`src/rtl/mips_pkg.sv`:
```
// Shared types and default widths for the MIPS data-memory path.
// Owner encoding records which requester used DMEM in the previous cycle.
package mips_pkg;

  localparam int DEF_ADDR_W = 32;
  localparam int DEF_DATA_W = 32;

  typedef enum logic [1:0] {
    OWN_IDLE = 2'd0,
    OWN_CORE = 2'd1,
    OWN_EXT  = 2'd2
  } owner_e;

  function automatic int burst_cnt_width(input int max_burst);
    return (max_burst < 1) ? 1 : $clog2(max_burst + 1);
  endfunction

endpackage

```
`src/rtl/dmem_arbiter.sv`:
```
// Single-port DMEM arbiter: MIPS core has priority, the external req/ack port
// is guaranteed a slot after at most MAX_BURST consecutive core grants.
//
// state (last_owner) | meaning
// OWN_IDLE           | nothing accessed DMEM last cycle
// OWN_CORE           | core load/store used DMEM last cycle
// OWN_EXT            | external access used DMEM last cycle (ext_ack now high)
module dmem_arbiter
  import mips_pkg::*;
#(
  parameter int ADDR_W    = DEF_ADDR_W,
  parameter int DATA_W    = DEF_DATA_W,
  parameter int MAX_BURST = 4
) (
  input  logic              clk,
  input  logic              reset,
  input  logic              core_req,
  input  logic              core_we,
  input  logic [ADDR_W-1:0] core_addr,
  input  logic [DATA_W-1:0] core_wdata,
  output logic [DATA_W-1:0] core_rdata,
  output logic              core_stall,
  input  logic              ext_req,
  input  logic              ext_we,
  input  logic [ADDR_W-1:0] ext_addr,
  input  logic [DATA_W-1:0] ext_wdata,
  output logic [DATA_W-1:0] ext_rdata,
  output logic              ext_ack,
  output logic              mem_we,
  output logic [ADDR_W-1:0] mem_addr,
  output logic [DATA_W-1:0] mem_wdata,
  input  logic [DATA_W-1:0] mem_rdata
);

  localparam int BW = burst_cnt_width(MAX_BURST);
  localparam logic [BW-1:0] BURST_MAX = BW'(MAX_BURST);

  logic [BW-1:0] burst_cnt;
  owner_e        last_owner;
  logic          ext_v;
  logic          burst_full;
  logic          grant_ext;
  logic          grant_core;

  // The ack cycle masks the still-held request so one request is one access.
  always_comb begin
    ext_v      = ext_req & ~ext_ack;
    burst_full = (burst_cnt == BURST_MAX);
    grant_ext  = ext_v & (~core_req | burst_full);
    grant_core = core_req & ~grant_ext;
  end

  always_comb begin
    mem_we    = 1'b0;
    mem_addr  = core_addr;
    mem_wdata = core_wdata;
    if (grant_ext) begin
      mem_we    = ext_we;
      mem_addr  = ext_addr;
      mem_wdata = ext_wdata;
    end else if (grant_core) begin
      mem_we = core_we;
    end
  end

  assign core_rdata = mem_rdata;
  assign core_stall = core_req & ~grant_core;

  always_ff @(posedge clk or posedge reset) begin
    if (reset) begin
      ext_ack    <= 1'b0;
      ext_rdata  <= '0;
      burst_cnt  <= '0;
      last_owner <= OWN_IDLE;
    end else begin
      ext_ack <= grant_ext;
      if (grant_ext) begin
        ext_rdata <= mem_rdata;
      end

      if (grant_ext || !ext_v) begin
        burst_cnt <= '0;
      end else if (grant_core && !burst_full) begin
        burst_cnt <= burst_cnt + BW'(1);
      end

      if (grant_ext) begin
        last_owner <= OWN_EXT;
      end else if (grant_core) begin
        last_owner <= OWN_CORE;
      end else begin
        last_owner <= OWN_IDLE;
      end
    end
  end

endmodule

```
`config.mk`:
```
export PLATFORM = sky130hd
export DESIGN_NAME = dmem_arbiter
export DESIGN_NICKNAME = d
export VERILOG_FILES = /design/src/rtl/mips_pkg.sv /design/src/rtl/dmem_arbiter.sv
export SDC_FILE = /design/constraint.sdc
export NUM_CORES = 1
export LEC_CHECK = 0
export ABC_CLOCK_PERIOD_IN_PS = 4900
export BUFFER_PORTS_ARGS = -buffer_cell sky130_fd_sc_hd__buf_2
export CAP_MARGIN = 40
export CORE_AREA = 2 2 116 118
export CTS_CLUSTER_DIAMETER = 30
export DETAILED_ROUTE_END_ITERATION = 12
export DIE_AREA = 0 0 118 120
export PLACE_DENSITY = 0.6
export SLEW_MARGIN = 25
export SYNTH_ARGS = -nofsm -noshare
export SYNTH_HDL_FRONTEND = slang
export SYNTH_SLANG_ARGS = --single-unit
```
`constraint.sdc`:
```
create_clock -name clk -period 4.9 [get_ports clk]
set_input_delay 0.735 -clock clk [delete_from_list [all_inputs] [get_ports clk]]
set_output_delay 0.735 -clock clk [all_outputs]
set_load 0.005 [all_outputs]
```
; After elaboration in Yosys (flattened, before gate mapping)
; Index checks and enable logic that the tools add are counted.
[word_totals]
ff_bits = 36
input_bits = 166
out_inout_bits = 131
word_cells = 25
[op_classes]
add_sub_neg = 1
n_eq_ne = 1
mux = 6
bitwise_logic = 9
reduce_logical = 5
[op_table]
columns = operator, count
row1 = $mux W32, 2
row2 = $mux W3, 2
row3 = $and A1 B1 Y1, 4
row4 = $not A1 Y1, 4
row5 = $add A3 B1 Y3 const B, 1
row6 = $eq A3 B3 Y1 const B, 1
row7 = $logic_not A1 Y1, 2
row8 = $mux W1, 2
row9 = $reduce_bool A2 Y1, 1
row10 = $logic_and A1 B1 Y1, 1
row11 = $logic_or A1 B1 Y1, 1
row12 = $or A1 B1 Y1, 1

; Depth between registers and ports, before layout
[depth]
word_depth = 8
ltp_mapped = 8
depth_no_buf = 6

; Worst setup path before layout
; No wires, ideal clock.
[synth_timing]
path_kind = input to output
startpoint = input port core_req
endpoint = output port mem_addr[12]
t_arrival_ps = 1646
required_time_ps = 4165
slack_ps = 2519
cell_stages = 5
path_buffers = 2
cell_sequence = a21bo_4 -> nand2_4 -> buf_8 -> buf_8 -> mux2_4
[synth_between]
elab_chain_cells = 4
[synth_rtl]
columns = element, line
row1 = from (decl), dmem_arbiter.sv:17  ; input logic core_req,
row2 = $not A1 Y1, dmem_arbiter.sv:49  ; grant_ext = ext_v & (~core_req | burst_full);
row3 = $or A1 B1 Y1, dmem_arbiter.sv:49
row4 = $and A1 B1 Y1, dmem_arbiter.sv:49
row5 = $mux W32, dmem_arbiter.sv:57  ; if (grant_ext) begin
row6 = to (decl), dmem_arbiter.sv:30  ; output logic [ADDR_W-1:0] mem_addr,
; No other way between the ends.

; Final worst setup path
[layout_timing]
startpoint = register burst_cnt[0]
endpoint = output port mem_addr[1]
[layout_between]
elab_chain_cells = 4
[layout_rtl]
columns = element, line
row1 = from (decl), dmem_arbiter.sv:38  ; logic [BW-1:0] burst_cnt;
row2 = from (signal assigned), dmem_arbiter.sv:84  ; burst_cnt <= burst_cnt + BW'(1);
row3 = $eq A3 B3 Y1, dmem_arbiter.sv:48  ; burst_full = (burst_cnt == BURST_MAX);
row4 = $or A1 B1 Y1, dmem_arbiter.sv:49
row5 = $and A1 B1 Y1, dmem_arbiter.sv:49
row6 = $mux W32, dmem_arbiter.sv:57
; No other way between the ends.

==> results.py <==
metrics = {
    "synthesis": {
        "ys_types": 19,
        "syn_area_um2": 2580,
        "avgSynthCellArea_um2": 13.4,
        "netlist_top_cells_area": "dfrtp_1 35%, mux2_2 29%, mux2_4 17%",
        "synthFlopType": "dfrtp_1",
        "synthCells": 192,
        "synth_edf_count": 0,
        "synthArstFlopShare_pct": 100,
        "synth_nets": 360,
        "yosysSeqAreaShare_pct": 35.0,
        "synth_top_area_share_pct": 35.0,
        "yosys_warnings": 0,
        "synth_top_cell_by_area": "dfrtp_1",
        "synth_most_common_cell": "mux2_2",
        "synthTopCellsByCount": "67 x mux2_2, 38 x buf_4, 36 x dfrtp_1",
        "synth_seq_cells": 36,
    },
    "clock_tree": {
        "cts_buffer_depth": 2,
        "cts.sink_count": 36,
        "clk_root_buffer_cell": "clkbuf_16",
        "clk_pin_slew_ns": 0.06,
        "cts_tree": "yes",
        "cts_setup_buffers": 0,
        "cts_buffers": 5,
        "htree_levels": 2,
        "clk_latency_ns": 0.28,
        "ctsResizeCount": 0,
        "cts_hold_buf": 0,
    },
    "floorplanning": {
        "coreArea_um2": 13000,
        "die_x_um": 118,
        "die_h_um": 120,
        "num_rows": 42,
        "dieArea_um2": 14200,
        "pin_count": 297,
        "initial_utilization_pct": 19.9,
    },
    "timing": {
        "setup_viol": 0,
        "slew_viol_final": 0,
        "fin_setup_tns_ns": 0,
        "fin_skew_ns": 0.00668,
        "max_slew_margin_pct": 72.0,
        "finalCriticalPeriod_ns": 3.11,
        "worst_slew_pin_slew_ns": 0.420,
        "hold_violations": 0,
        "max_freq_mhz": 321,
        "rsz0062_at_grt": "false",
        "period_share_pct": 63.5,
    },
    "global_route": {
        "track_usage_pct": 10.6,
        "grt_max_degree": 53,
        "grt-ovfl-total": 0,
        "antenna_found_initial": 0,
        "grt_pass1_vias": 2502,
        "grt_pass1_wl_um": 12000,
    },
    "setup_path": {
        "cp-end-kind": "primary output",
        "worst_ep_arrival_time_ns": 2.38,
        "cp_slowest_stage_delay_ns": 0.39,
        "crit_family": "buffers and inverters",
        "path_class": "flop to primary output",
        "crit_fanout": 52,
        "slowest_stage": "mux2_2",
        "cp.buffers_inverters": 3,
        "critPathRequiredTime_ns": 4.16,
        "crit_path_cell_trace": "inv_1 > ha_1 > a21bo_4 > nand2_4 > buf_16 > mux2_2 > buf_2",
        "crit_path_start_kind": "flop",
    },
    "route": {
        "vias": 2468,
        "wire_per_inst_um": 13.0,
        "drt_iter0_markers": 66,
        "via_per_inst": 3.90,
        "wirelength_um": 8200,
        "drc": 0,
        "first_pass_iters": 4,
        "postRouteAntennaNets": 0,
    },
    "final_layout": {
        "drive_gt1_share_pct": 88.8,
        "nNetsFinal": 624,
        "diodes": 0,
        "syn_to_final_growth_pct": 59.9,
    },
    "run": {
        "drv_cap": 0,
    },
    "hold_path": {
        "holdCritPathClass": "input pin to asynchronous set/reset pin",
    },
    "place": {
        "place_hpwl_um": 7070,
        "port_buffers": 296,
        "routabilityCongestion": 0.782,
    },
    "pwr": {
        "power_per_cell_area_nw_per_um2": 254,
        "power_uw": 1050,
        "vdd_drop_max_uv": 130,
        "p_leak_uw": 0.00230,
    },
    "run_status": {
        "status": "completed",
    },
}
kinds of logic (layout without fill, tap and decap cells):
group / Yosys count / in the layout / synth area share, %
DFF: 36 / 36 / 35.0
and+or+nand+nor: 8 / 8 / 2.09
AOI/OAI and AO/OA: 3 / 3 / 1.31
muxes: 96 / 96 / 46.2
adders and majority gates: 2 / 2 / 0.971
xor gates and xnor gates: 1 / 1 / 0.340
buffers and inverters: 46 / 311 / 14.2
sequential cells by signal (all words and copies together), names as in the netlist:
signal	flops
ext_rdata	32
burst_cnt	3
ext_ack	1
cell type report:
class | instances | area, um^2
Sequential cell | 36 | 901
Clock inverter | 1 | 7.51
Inverter | 4 | 15.0
Tap cell | 176 | 220
Fill cell | 1331 | 8860
Multi-Input combinational cell | 110 | 1310
Timing Repair Buffer | 299 | 1520
Clock buffer | 7 | 143
cells in the final DEF, fill, tap and decap left out:
cell	synthesis	routed
clkbuf_8	0	1
inv_1	3	2
inv_2	1	1
xnor2_1	1	1
mux2_2	67	67
nand3_1	1	1
ha_1	2	2
nor3_1	2	2
clkbuf_16	0	5
and3_1	2	2
clkinv_1	0	1
clkinvlp_4	0	1
buf_16	0	1
buf_4	38	2
clkbuf_1	0	1
and2b_2	1	1
nand2b_1	1	1
a21bo_4	1	1
a21boi_0	1	1
mux2_4	29	29
dfrtp_1	36	36
nand2_4	1	1
a32o_1	1	1
buf_2	0	296
final timing paths:
check | start | end | slack, ns | depth (start not counted)
max | burst_cnt[0]$_DFFE_PP0P_ | mem_addr[1] | 1.79 | 7
min | reset | burst_cnt[1]$_DFFE_PP0P_ | 0.36 | 2
max reg2reg | burst_cnt[0]$_DFFE_PP0P_ | ext_rdata[12]$_DFFE_PP0N_ | 2.80 | 6
min reg2reg | burst_cnt[0]$_DFFE_PP0P_ | burst_cnt[0]$_DFFE_PP0P_ | 0.48 | 1
max in group asynchronous | reset | ext_rdata[12]$_DFFE_PP0N_ | 3.90 | 3
min in group clk | burst_cnt[0]$_DFFE_PP0P_ | burst_cnt[0]$_DFFE_PP0P_ | 0.48 | 1
worst register-to-register path, delay by kind of cell (launching register included):
family,cells,cell delay [ns]
buffers and inverters,2,0.44
AO/OA/AOI/OAI,1,0.25
multiplexers,1,0.37
flip-flops,1,0.37
adder cells (fa/ha/maj),1,0.23
AND/OR/NAND/NOR,1,0.33
metrics by stage:
stage          instances  hold WS [ns]  util [%]  setup slack, ns  instance area, um^2
3_3_place_gp         624         0.470      30.4             1.71                 3940
4_1_cts              633         0.377      31.8             1.76                 4120
6_report             633         0.364      31.8             1.79                 4120
3_5_place_dp         625         0.472      30.6             1.88                 3970
5_1_grt              633         0.387      31.8             1.67                 4120
2_1_floorplan        192         0.439         -             2.52                 2580
per-layer routing:
metal  up-vias  share of wire (%)  track usage, %
li1       1177                  -               -
met1      1119                 37            11.6
met2       170                 54            20.3
met3         2                9.1            2.52
met4         0               0.67            2.71
met5         -                  0               0
report_power, final:
part           internal (uW)  switching [uW]
registers                347            24.3
clock network            203             127
logic                    217             127
total                    766             279
No activity file was read; power rests on OpenSTA's default activity.
